--- config.mk ---
export PLATFORM = sky130hd
export DESIGN_NAME = rom_reader
export DESIGN_NICKNAME = d
export VERILOG_FILES = /design/src/rtl/rom_reader_pkg.sv /design/src/rtl/rom_stream_buf.sv /design/src/rtl/rom_reader.sv
export SDC_FILE = /design/constraint.sdc
export NUM_CORES = 1
export LEC_CHECK = 0
export ABC_AREA = 1
export ABC_CLOCK_PERIOD_IN_PS = 2400
export BUFFER_PORTS_ARGS = -buffer_cell sky130_fd_sc_hd__buf_2
export CAP_MARGIN = 20
export CORE_ASPECT_RATIO = 0.6
export CORE_UTILIZATION = 50
export DETAILED_ROUTE_END_ITERATION = 10
export PLACE_DENSITY = 0.73
export REMOVE_ABC_BUFFERS = 1
export SYNTH_ARGS = -nofsm -noshare
export SYNTH_HDL_FRONTEND = slang
export SYNTH_SLANG_ARGS = --single-unit
--- constraint.sdc ---
create_clock -name clock -period 2.4 [get_ports clock]
set_clock_uncertainty 0.1 [all_clocks]
set_input_delay 0.12 -clock clock [delete_from_list [all_inputs] [get_ports clock]]
set_output_delay 0.12 -clock clock [all_outputs]
set_load 0.03 [all_outputs]
--- src/rtl/rom_reader_pkg.sv ---
// Shared definitions for the rom_reader block.
//   - FSM state encodings (2 bits) and the enum built on them
//   - depth of the output stream buffer and the width of its entry count
package rom_reader_pkg;

  localparam logic [1:0] ST_IDLE  = 2'd0;
  localparam logic [1:0] ST_READ  = 2'd1;
  localparam logic [1:0] ST_DRAIN = 2'd2;
  localparam logic [1:0] ST_DONE  = 2'd3;

  typedef enum logic [1:0] {
    IDLE  = ST_IDLE,
    READ  = ST_READ,
    DRAIN = ST_DRAIN,
    DONE  = ST_DONE
  } state_t;

  localparam int unsigned BUF_DEPTH = 2;
  // Count must represent 0..BUF_DEPTH inclusive.
  localparam int unsigned BUF_CNT_W = $clog2(BUF_DEPTH + 1);

endpackage

--- src/rtl/rom_stream_buf.sv ---
// Two-entry synchronous FIFO holding ROM words until the consumer takes them.
// Ports:
//   clock, reset_n   rising-edge clock, synchronous active-low reset
//   push, push_data  write one word at the tail
//   pop              remove the head word
//   head             current head word (valid when count != 0)
//   count            number of stored words, 0..BUF_DEPTH
// The caller guarantees no push when full and no pop when empty.
module rom_stream_buf
  import rom_reader_pkg::*;
#(
  parameter int data_width = 8
) (
  input  logic                  clock,
  input  logic                  reset_n,
  input  logic                  push,
  input  logic [data_width-1:0] push_data,
  input  logic                  pop,
  output logic [data_width-1:0] head,
  output logic [BUF_CNT_W-1:0]  count
);

  localparam int PTR_W = $clog2(BUF_DEPTH);

  logic [data_width-1:0] mem [BUF_DEPTH];
  logic [PTR_W-1:0]      wr_ptr;
  logic [PTR_W-1:0]      rd_ptr;

  // NOTE: sequential state is updated with non-blocking assignments so every
  // register samples pre-edge values regardless of statement order. The two
  // storage entries are reset as well because the head word must read as zero
  // out of reset; for a deep memory that reset would be left off.
  always_ff @(posedge clock) begin
    if (!reset_n) begin
      wr_ptr <= '0;
      rd_ptr <= '0;
      count  <= '0;
      for (int i = 0; i < BUF_DEPTH; i++) mem[i] <= '0;
    end else begin
      if (push) begin
        mem[wr_ptr] <= push_data;
        wr_ptr      <= wr_ptr + PTR_W'(1);
      end
      if (pop) rd_ptr <= rd_ptr + PTR_W'(1);
      // Simultaneous push and pop leaves the count unchanged.
      case ({push, pop})
        2'b10:   count <= count + BUF_CNT_W'(1);
        2'b01:   count <= count - BUF_CNT_W'(1);
        default: count <= count;
      endcase
    end
  end

  assign head = mem[rd_ptr];

endmodule

--- src/rtl/rom_reader.sv ---
// Read initiator for a synchronous ROM with one-cycle read latency.
// On start it reads `length` consecutive addresses from `base_addr`
// (wrapping modulo the ROM depth) and streams the words out as valid/ready,
// absorbing consumer backpressure in a 2-entry buffer.
// Ports:
//   clock, reset_n      rising-edge clock, synchronous active-low reset
//   start               request pulse, honoured only in IDLE
//   base_addr, length   transfer descriptor, sampled with start
//   busy, done          transfer in progress / one-cycle completion pulse
//   rom_en, rom_addr    ROM read request
//   rom_data            ROM registered output (valid the cycle after rom_en)
//   out_data, out_valid, out_ready   output stream
module rom_reader
  import rom_reader_pkg::*;
#(
  parameter int data_width = 8,
  parameter int addr_width = 3
) (
  input  logic                  clock,
  input  logic                  reset_n,
  input  logic                  start,
  input  logic [addr_width-1:0] base_addr,
  input  logic [addr_width:0]   length,
  output logic                  busy,
  output logic                  done,
  output logic                  rom_en,
  output logic [addr_width-1:0] rom_addr,
  input  logic [data_width-1:0] rom_data,
  output logic [data_width-1:0] out_data,
  output logic                  out_valid,
  input  logic                  out_ready
);

  localparam int IDX_W = addr_width + 1;
  localparam int OCC_W = BUF_CNT_W + 1;

  state_t                state;
  state_t                state_next;
  logic [addr_width-1:0] base_q;
  logic [addr_width-1:0] last_addr_q;
  logic [IDX_W-1:0]      len_q;
  logic [IDX_W-1:0]      index_q;
  logic                  inflight_q;
  logic [BUF_CNT_W-1:0]  count;
  logic [OCC_W-1:0]      occupancy;
  logic [addr_width-1:0] cur_addr;
  logic                  issue;
  logic                  pop;
  logic                  room;
  logic                  last_index;
  logic                  drained;

  assign pop = out_valid && out_ready;

  // Words that will be held after this edge if no new read is issued:
  // stored entries plus the word returning from last cycle's read, minus the
  // one the consumer takes now. Issuing only below the buffer depth means a
  // returning word always finds a free slot.
  assign occupancy = OCC_W'(count) + OCC_W'(inflight_q) - OCC_W'(pop);
  assign room      = occupancy < OCC_W'(BUF_DEPTH);

  // Address arithmetic truncates to addr_width bits, giving the modulo wrap.
  assign cur_addr   = base_q + index_q[addr_width-1:0];
  assign last_index = index_q == (len_q - IDX_W'(1));

  // Finish as soon as the final word leaves: nothing returning from the ROM
  // and the buffer either empty or losing its last word this cycle.
  assign drained = !inflight_q && (count == BUF_CNT_W'(pop));

  always_ff @(posedge clock) begin
    if (!reset_n) state <= IDLE;
    else          state <= state_next;
  end

  // NOTE: every signal driven here gets a default before the case statement,
  // so no path leaves it unassigned and no latch is inferred.
  always_comb begin
    state_next = state;
    issue      = 1'b0;
    case (state)
      IDLE: begin
        if (start) state_next = (length == '0) ? DONE : READ;
      end
      READ: begin
        issue = room;
        if (room && last_index) state_next = DRAIN;
      end
      DRAIN: begin
        if (drained) state_next = DONE;
      end
      DONE: begin
        state_next = IDLE;
      end
      default: begin
        state_next = IDLE;
      end
    endcase
  end

  always_ff @(posedge clock) begin
    if (!reset_n) begin
      base_q      <= '0;
      len_q       <= '0;
      index_q     <= '0;
      last_addr_q <= '0;
      inflight_q  <= 1'b0;
    end else begin
      // A ROM word comes back exactly one cycle after each issued read.
      inflight_q <= issue;
      if (state == IDLE && start) begin
        base_q  <= base_addr;
        len_q   <= length;
        index_q <= '0;
      end else if (issue) begin
        index_q     <= index_q + IDX_W'(1);
        last_addr_q <= cur_addr;
      end
    end
  end

  assign rom_en   = issue;
  // Show the address being read; otherwise keep the last one issued.
  assign rom_addr = issue ? cur_addr : last_addr_q;
  assign busy     = (state == READ) || (state == DRAIN);
  assign done     = (state == DONE);

  rom_stream_buf #(
    .data_width (data_width)
  ) u_buf (
    .clock     (clock),
    .reset_n   (reset_n),
    .push      (inflight_q),
    .push_data (rom_data),
    .pop       (pop),
    .head      (out_data),
    .count     (count)
  );

  assign out_valid = (count != '0);

endmodule
==> results of run 1 <==
## synth_stat cells, types with 3 or more instances
cell      instances  area share
nor2_1           41       0.078
inv_1            37       0.071
nand2_1          33       0.063
dfxtp_1          22        0.22
edfxtp_1         16        0.24
a21oi_1          15       0.038
o21ai_0          14       0.036
nand3_1          12       0.031
ha_1             10       0.064
mux2_2            8       0.046
o21ai_1           4       0.010
buf_2             3      0.0076
nand2_2           3      0.0096
## cell families after synthesis
group                      after synthesis  synth area share
and+or+nand+nor                         92            0.2014
buffers and inverters                   44           0.08986
DFF                                     38            0.4691
AOI/OAI and AO/OA                       37            0.1007
adders and majority gates               12           0.08413
muxes                                    8           0.04589
xor gates and xnor gates                 2          0.008925
## timing repair
| action | in CTS | in global routing |
|---|---|---|
| pin swaps | 5 | 5 |
| hold endpoints to repair | 2 | 0 |
| endpoints found under the setup margin | 12 | 11 |
| cloned | 0 | 0 |
| hold buffers | 2 | 0 |
| gates resized for setup | 17 | 14 |
| buffers inserted | 3 | 4 |
## worst max-delay path, stage by stage, from the launching register on
cell and delay [ns]:
dfxtp_2 0.34, inv_2 0.04, nand2_2 0.08, nand2_2 0.06, inv_2 0.07, ha_4 0.19
or2_4 0.23, fa_2 0.57, nand4_4 0.15, inv_4 0.12, nand2_2 0.05, o21ai_2 0.06
buf_6 0.15
## stage by stage
step                      hold WS (ns)  instances  TNS, ns  area, sq um
after global placement          0.2714        318  -0.3665         2232
after detailed placement        0.2807        318  -0.8279         2232
final                          0.02450        335   -1.103         2532
after floorplan                 0.1407        228   -4.983         1933
after global routing           0.03952        335   -2.032         2532
after CTS                      0.02493        331  -0.8833         2459
## state kept, by name, indices dropped and copies added, names as in the netlist, named ones only
name / flops
base_q: 3
index_q: 4
u_buf.rd_ptr: 1
state: 2
u_buf.mem: 16
inflight_q: 1
u_buf.wr_ptr: 1
last_addr_q: 3
u_buf.count: 2
len_q: 4
## layer usage
metal	up-vias	routed length [microns]
li1	848	-
met1	739	2222
met2	39	1805
met3	4	198
met4	0	29
met5	-	0
## final cells by class
| class | instances | share of cell area |
|---|---|---|
| clock buffer | 5 | 0.02717 |
| clock inverter | 3 | 0.02717 |
| inverter | 39 | 0.05879 |
| multi-input combinational | 151 | 0.3641 |
| sequential | 38 | 0.3646 |
| tap | 47 | 0.02322 |
| timing repair buffer | 52 | 0.1349 |
## power by group through the flow
| stage | Combinational [mW] | Sequential, mW | Clock [mW] |
|---|---|---|---|
| after global routing | 1.62 | 0.931 | 0.698 |
| after CTS | 1.35 | 0.912 | 0.664 |
| after floorplan | 0.889 | 0.899 | 0 |
| after detailed placement | 1.24 | 0.922 | 0 |
| after global placement | 1.22 | 0.917 | 0 |
| final | 1.48 | 0.913 | 0.661 |
## worst min path at each step
stage            startpoint               to  depth (start not counted)  slack (ns)
2_1_floorplan       reset_n         state[1]                          2        0.14
3_3_place_gp   base_addr[0]        base_q[0]                          3        0.27
3_5_place_dp   base_addr[0]        base_q[0]                          3        0.28
4_1_cts           length[0]         len_q[0]                          3        0.02
5_1_grt         rom_data[7]  u_buf.mem[0][7]                          3        0.04
6_report          length[1]         len_q[1]                          3        0.02
==> summary.md, run 1 <==
| Metric | Value |
|---|---|
| Outcome | `complete, but fails checks` |
| Failing checks | `negative setup slack` |
| GR Layer Usage met3 | `0.04770` |
| Final nets | `~320` |
| Final WS setup | `-0.2343 ns` |
| Post-Route WL | `approximately 4300 microns` |
| Worst-margin pin slew | `about 0.47 ns` |
| Worst Setup EP | `rom_addr[0]` |
| Startpoint Class | `register` |
| Number of placement rows | `17` |
| Most common cell after layout, fill and taps aside | `nor2_1` |
| Most frequent cells in the layout | `41 x nor2_1, 34 x inv_1, 29 x nand2_1, 29 x buf_2, 20 x dfxtp_1` |
| CTS tree | `done` |
| GRT overflow | `0` |
| TritonRoute pass-1 iters | `4` |
| Yosys warnings | `0` |
| RR Endpoint | `index_q[3]` |
| Endpoints failing setup | `10` |
| Normalized max-slew margin | `0.6864` |
| Crit path DAT | `around 2.4 ns` |
| Clock Path Buffers | `2` |
| Number of global-route vias before repair | `roughly 1.5k` |
| Vias post-DR | `between 1.5k and 2k` |
| # port buffers | `33` |
| Routing usage on met2 | `0.3115` |
| Post-route ant nets | `0` |
| R2r setup slk | `-0.07 ns` |
| Full die area | `approximately 4200 sq um` |
| Int Power | `~1.8 mW` |
| Synthesized area per cell | `about 8.4 sq um` |
| Post-synth EDFFs | `16` |
| Critical path class | `register to output pin` |
| Hold WC Path Type | `input pin to register` |
| Most used routing layer | `met2` |
| Total power draw | `between 3 and 4 mW` |
| FMAX | `approximately 0.38 GHz` |
| Final Hold Fails | `0` |
| Minimum clock period after layout | `approximately 2.6 ns` |
| DR WL/cell | `~13 microns` |
| Unique masters post-synth | `24` |
| Pre-CTS setup slack | `-0.1273 ns` |
| Worst setup EP type | `output pin` |
| Largest net degree at the start of global routing | `19` |
| Clk_lat worst skew | `approximately 0.29 ns` |
| FILL cells | `between 200 and 300` |
| Final routed DRC violation total | `0` |
| Final core occ | `0.6803` |
| Share of post-route cells with drive strength above 1 | `0.3194` |
| Worst R2R Start | `u_buf.count[0]` |
| Sequential share of the synthesized area | `0.4691` |
| Area delta synth->final | `29.00%` |
| Clock Sinks | `38` |
| Hpwl dp | `2880 microns` |
| Leakage Power | `between 1 and 1.5 nW` |
| Initial antenna violation count | `0` |
| DRT iter0 DRCs | `122` |
| Net Switching | `between 1 and 1.5 mW` |
| Antenna Cells | `0` |
| Multi-input gate area | `a little over 900 sq um` |
| Logic pwr share | `0.485` |
| Die H | `about 51 microns` |
| I/O pins | `34` |
| Routed vias/inst | `just under 5` |
| First-pass GRT wire length | `roughly 6700 microns` |
| Async SR Flop Fraction | `0` |
| Clock power share | `0.216` |
| Reg clk slew, reported paths | `about 0.080 ns` |
| Total track usage | `0.2068` |
| Fin crit share | `1.098` |
| Slew Limit Fails | `0` |
| Core area | `approximately 3700 sq um` |
| Setup repair after global routing missed its margin | `yes` |
| Worst vdd ir | `0.7080 mV` |
| Critical path origin | `u_buf.count[0]` |
| Synth Cell Area | `1963 sq um` |
| H-tree levels | `2` |
| Top_reg_cell synth | `dfxtp_1` |
| Die Wd | `82.90 microns` |
| Sw Ratio | `0.3968` |
| Met1 usage | `0.2975` |
| Post-synthesis instance total | `between 200 and 250` |
| Total CTS buffers | `5` |
| Yosys reg bits | `38` |
| GP Congestion | `around 0.77` |
| R2R depth | `13` |
| CP max FO | `6` |
| Pwr dens | `approximately 1200 nW/um^2` |
| Worst path required time | `roughly 2.2 ns` |
| Initial core utilization | `0.5274` |
| Maxcap violations | `0` |
| Clock root buffer | `clkbuf_8` |
| Reg area | `~920 sq um` |
| Reg power frac | `0.299` |
(Power assumes the default switching activity.)
==> run 2, diff against run 1 <==
--- a/config.mk
+++ b/config.mk
@@ -17,3 +17,4 @@
 export SYNTH_ARGS = -nofsm -noshare
 export SYNTH_HDL_FRONTEND = slang
 export SYNTH_SLANG_ARGS = --single-unit
+export TNS_END_PERCENT = 20
==> summary.md, run 2 (synthesized netlist as in run 1, its figures left out) <==
| Metric | Value |
|---|---|
| Antenna Cells | `0` |
| Total track usage | `0.2068` |
| Most frequent cells in the layout | `41 x nor2_1, 35 x inv_1, 29 x nand2_1, 29 x buf_2, 20 x dfxtp_1` |
| Met2 WL | `1756 microns` |
| Total power draw | `2.967 mW` |
| I/O pins | `34` |
| CP Cell Sequence | `inv_2 > nand2_2 > nand2_2 > inv_2 > ha_4 > or2_4 > fa_2 > nand4_4 > inv_4 > nand2_2 > o21ai_2 > buf_6` |
| Worst-margin pin slew | `between 0.3 and 0.4 ns` |
| Number of placement rows | `17` |
| Final routed DRC violation total | `0` |
| FMAX | `roughly 0.38 GHz` |
| Share of post-route cells with drive strength above 1 | `0.2972` |
| GP Congestion | `approximately 0.77` |
| CP dominant cell by count | `nand2_2` |
| Final core occ | `0.6686` |
| Full die area | `around 4200 sq um` |
| Final WS setup | `-0.2343 ns` |
| DR top layer | `met4` |
| Worst vdd ir | `approximately 0.70 mV` |
| Final nets | `between 300 and 400` |
| Fin crit share | `1.098` |
| Maxcap violations | `0` |
| Reg clk slew, reported paths | `roughly 0.08 ns` |
| Largest net degree at the start of global routing | `19` |
| Met3 WL | `a little under 200 microns` |
| First-pass GRT wire length | `approximately 6700 microns` |
| Number of global-route vias before repair | `~1.5k` |
| Routed vias/inst | `between 4 and 5` |
| Endpoints failing setup | `5` |
| Setup repair after global routing missed its margin | `yes` |
| Worst Hold Launch | `base_addr[1]` |
| Worst setup EP type | `output pin` |
| Clock Sinks | `38` |
| Total CTS buffers | `5` |
| Hold WC Path Type | `input pin to register` |
| Worst R2R Start | `u_buf.count[0]` |
| Startpoint Class | `register` |
| Hold Crit Depth | `3` |
| Clk_lat worst skew | `just under 0.3 ns` |
| CTS tree | `done` |
| Dpl cell area | `between 2000 and 2500 sq um` |
| Hpwl dp | `between 2000 and 3000 microns` |
| WHS | `0.02456 ns` |
| Failing checks | `negative setup slack` |
| Minimum clock period after layout | `~2.6 ns` |
| Pwr dens | `approximately 1200 nW/um^2` |
| Worst path required time | `2.18 ns` |
| Largest reg by FF count | `u_buf.mem` |
| H-tree levels | `2` |
| Die H | `roughly 50 microns` |
| Final Hold Fails | `0` |
| Core area | `~3700 sq um` |
| Most common cell after layout, fill and taps aside | `nor2_1` |
| DRT iter0 DRCs | `109` |
| Met1 WL | `2129 microns` |
| Post-route ant nets | `0` |
| Crit path DAT | `roughly 2.4 ns` |
| Vias post-DR | `1589` |
| CP max-delay cell | `fa_2` |
| Design Area, Final | `~2500 sq um` |
| Max incr delay on CP | `between 0.5 and 0.6 ns` |
| Slew Limit Fails | `0` |
| Critical path class | `register to output pin` |
| Area delta synth->final | `26.77%` |
| Die Wd | `between 80 and 90 microns` |
| Initial core utilization | `0.5274` |
| # port buffers | `33` |
| Leakage Power | `approximately 1.2 nW` |
| GRT overflow | `0` |
| Max reg flops | `16` |
| DR WL/cell | `~12 microns` |
| Normalized max-slew margin | `0.7387` |
| R2R depth | `14` |
| TritonRoute pass-1 iters | `6` |
| Outcome | `complete, but fails checks` |
| Pre-CTS setup slack | `-0.1273 ns` |
| Biggest regs | `u_buf.mem x16, index_q x4, len_q x4` |
| Clock root buffer | `clkbuf_8` |
| CP max FO | `6` |
| Post-Route WL | `4101 microns` |
| Initial antenna violation count | `0` |
| FILL cells | `~300` |
| Clock Path Buffers | `2` |
| Critical path origin | `u_buf.count[0]` |
-- run 2: changes by cell type in the layout (fill, tap and decap cells not counted) --
cell	previous run	this run
inv_2	4	3
buf_6	5	4
buf_4	16	15
nand3_2	4	0
o21ai_0	12	14
o21ai_1	5	3
nand3_1	8	12
inv_1	34	35
nand2_2	6	7
nand2_4	1	0
-- run 2: final cells by class --
class,instances,area [sq um],share of cell area
clock buffer,5,68.82,0.02765
clock inverter,3,68.82,0.02765
inverter,39,148.9,0.05983
multi-input combinational,151,897.1,0.3605
sequential,38,923.4,0.3710
tap,47,58.81,0.02363
timing repair buffer,50,322.8,0.1297
-- run 2: worst paths after layout --
path / endpoint / slack [ns]
hold / removal: base_q[1] / 0.02
setup / recovery: rom_addr[0] / -0.23
setup reg to reg: index_q[2] / -0.02
hold reg to reg: u_buf.rd_ptr / 0.36
-- run 2: worst max-delay path, delay by kind of cell (launching register included) --
| family | cells | cell delay (ns) |
|---|---|---|
| compound gates | 1 | 0.06 |
| fa+ha+maj | 2 | 0.76 |
| buf+inv | 4 | 0.38 |
| simple gates | 5 | 0.58 |
| flops | 1 | 0.34 |
-- run 2: stage by stage --
stage,instances,setup TNS (ns)
final,333,-0.8846
after global routing,333,-1.794
after CTS,331,-0.8833
after detailed placement,318,-0.8279
after global placement,318,-0.3665
after floorplan,228,-4.983
-- run 2: report_power, final --
group          internal [mW]  total (mW)  switching (mW)
Combinational          0.571        1.39           0.824
Sequential             0.813       0.913           0.101
Clock                  0.417       0.659           0.243
-- run 2: what timing repair did --
| action | in CTS | in global routing |
|---|---|---|
| gates resized for setup | 17 | 5 |
| pin swaps | 5 | 4 |
| hold endpoints to repair | 2 | 0 |
| hold buffers | 2 | 0 |
| endpoints found under the setup margin | 12 | 11 |
| buffers inserted | 3 | 2 |
-- run 2: per-layer routing --
layer,track usage,vias to the layer above
li1,-,848
met2,0.3115,38
met4,0.06034,0
met5,0,-
met1,0.2975,701
met3,0.04770,2
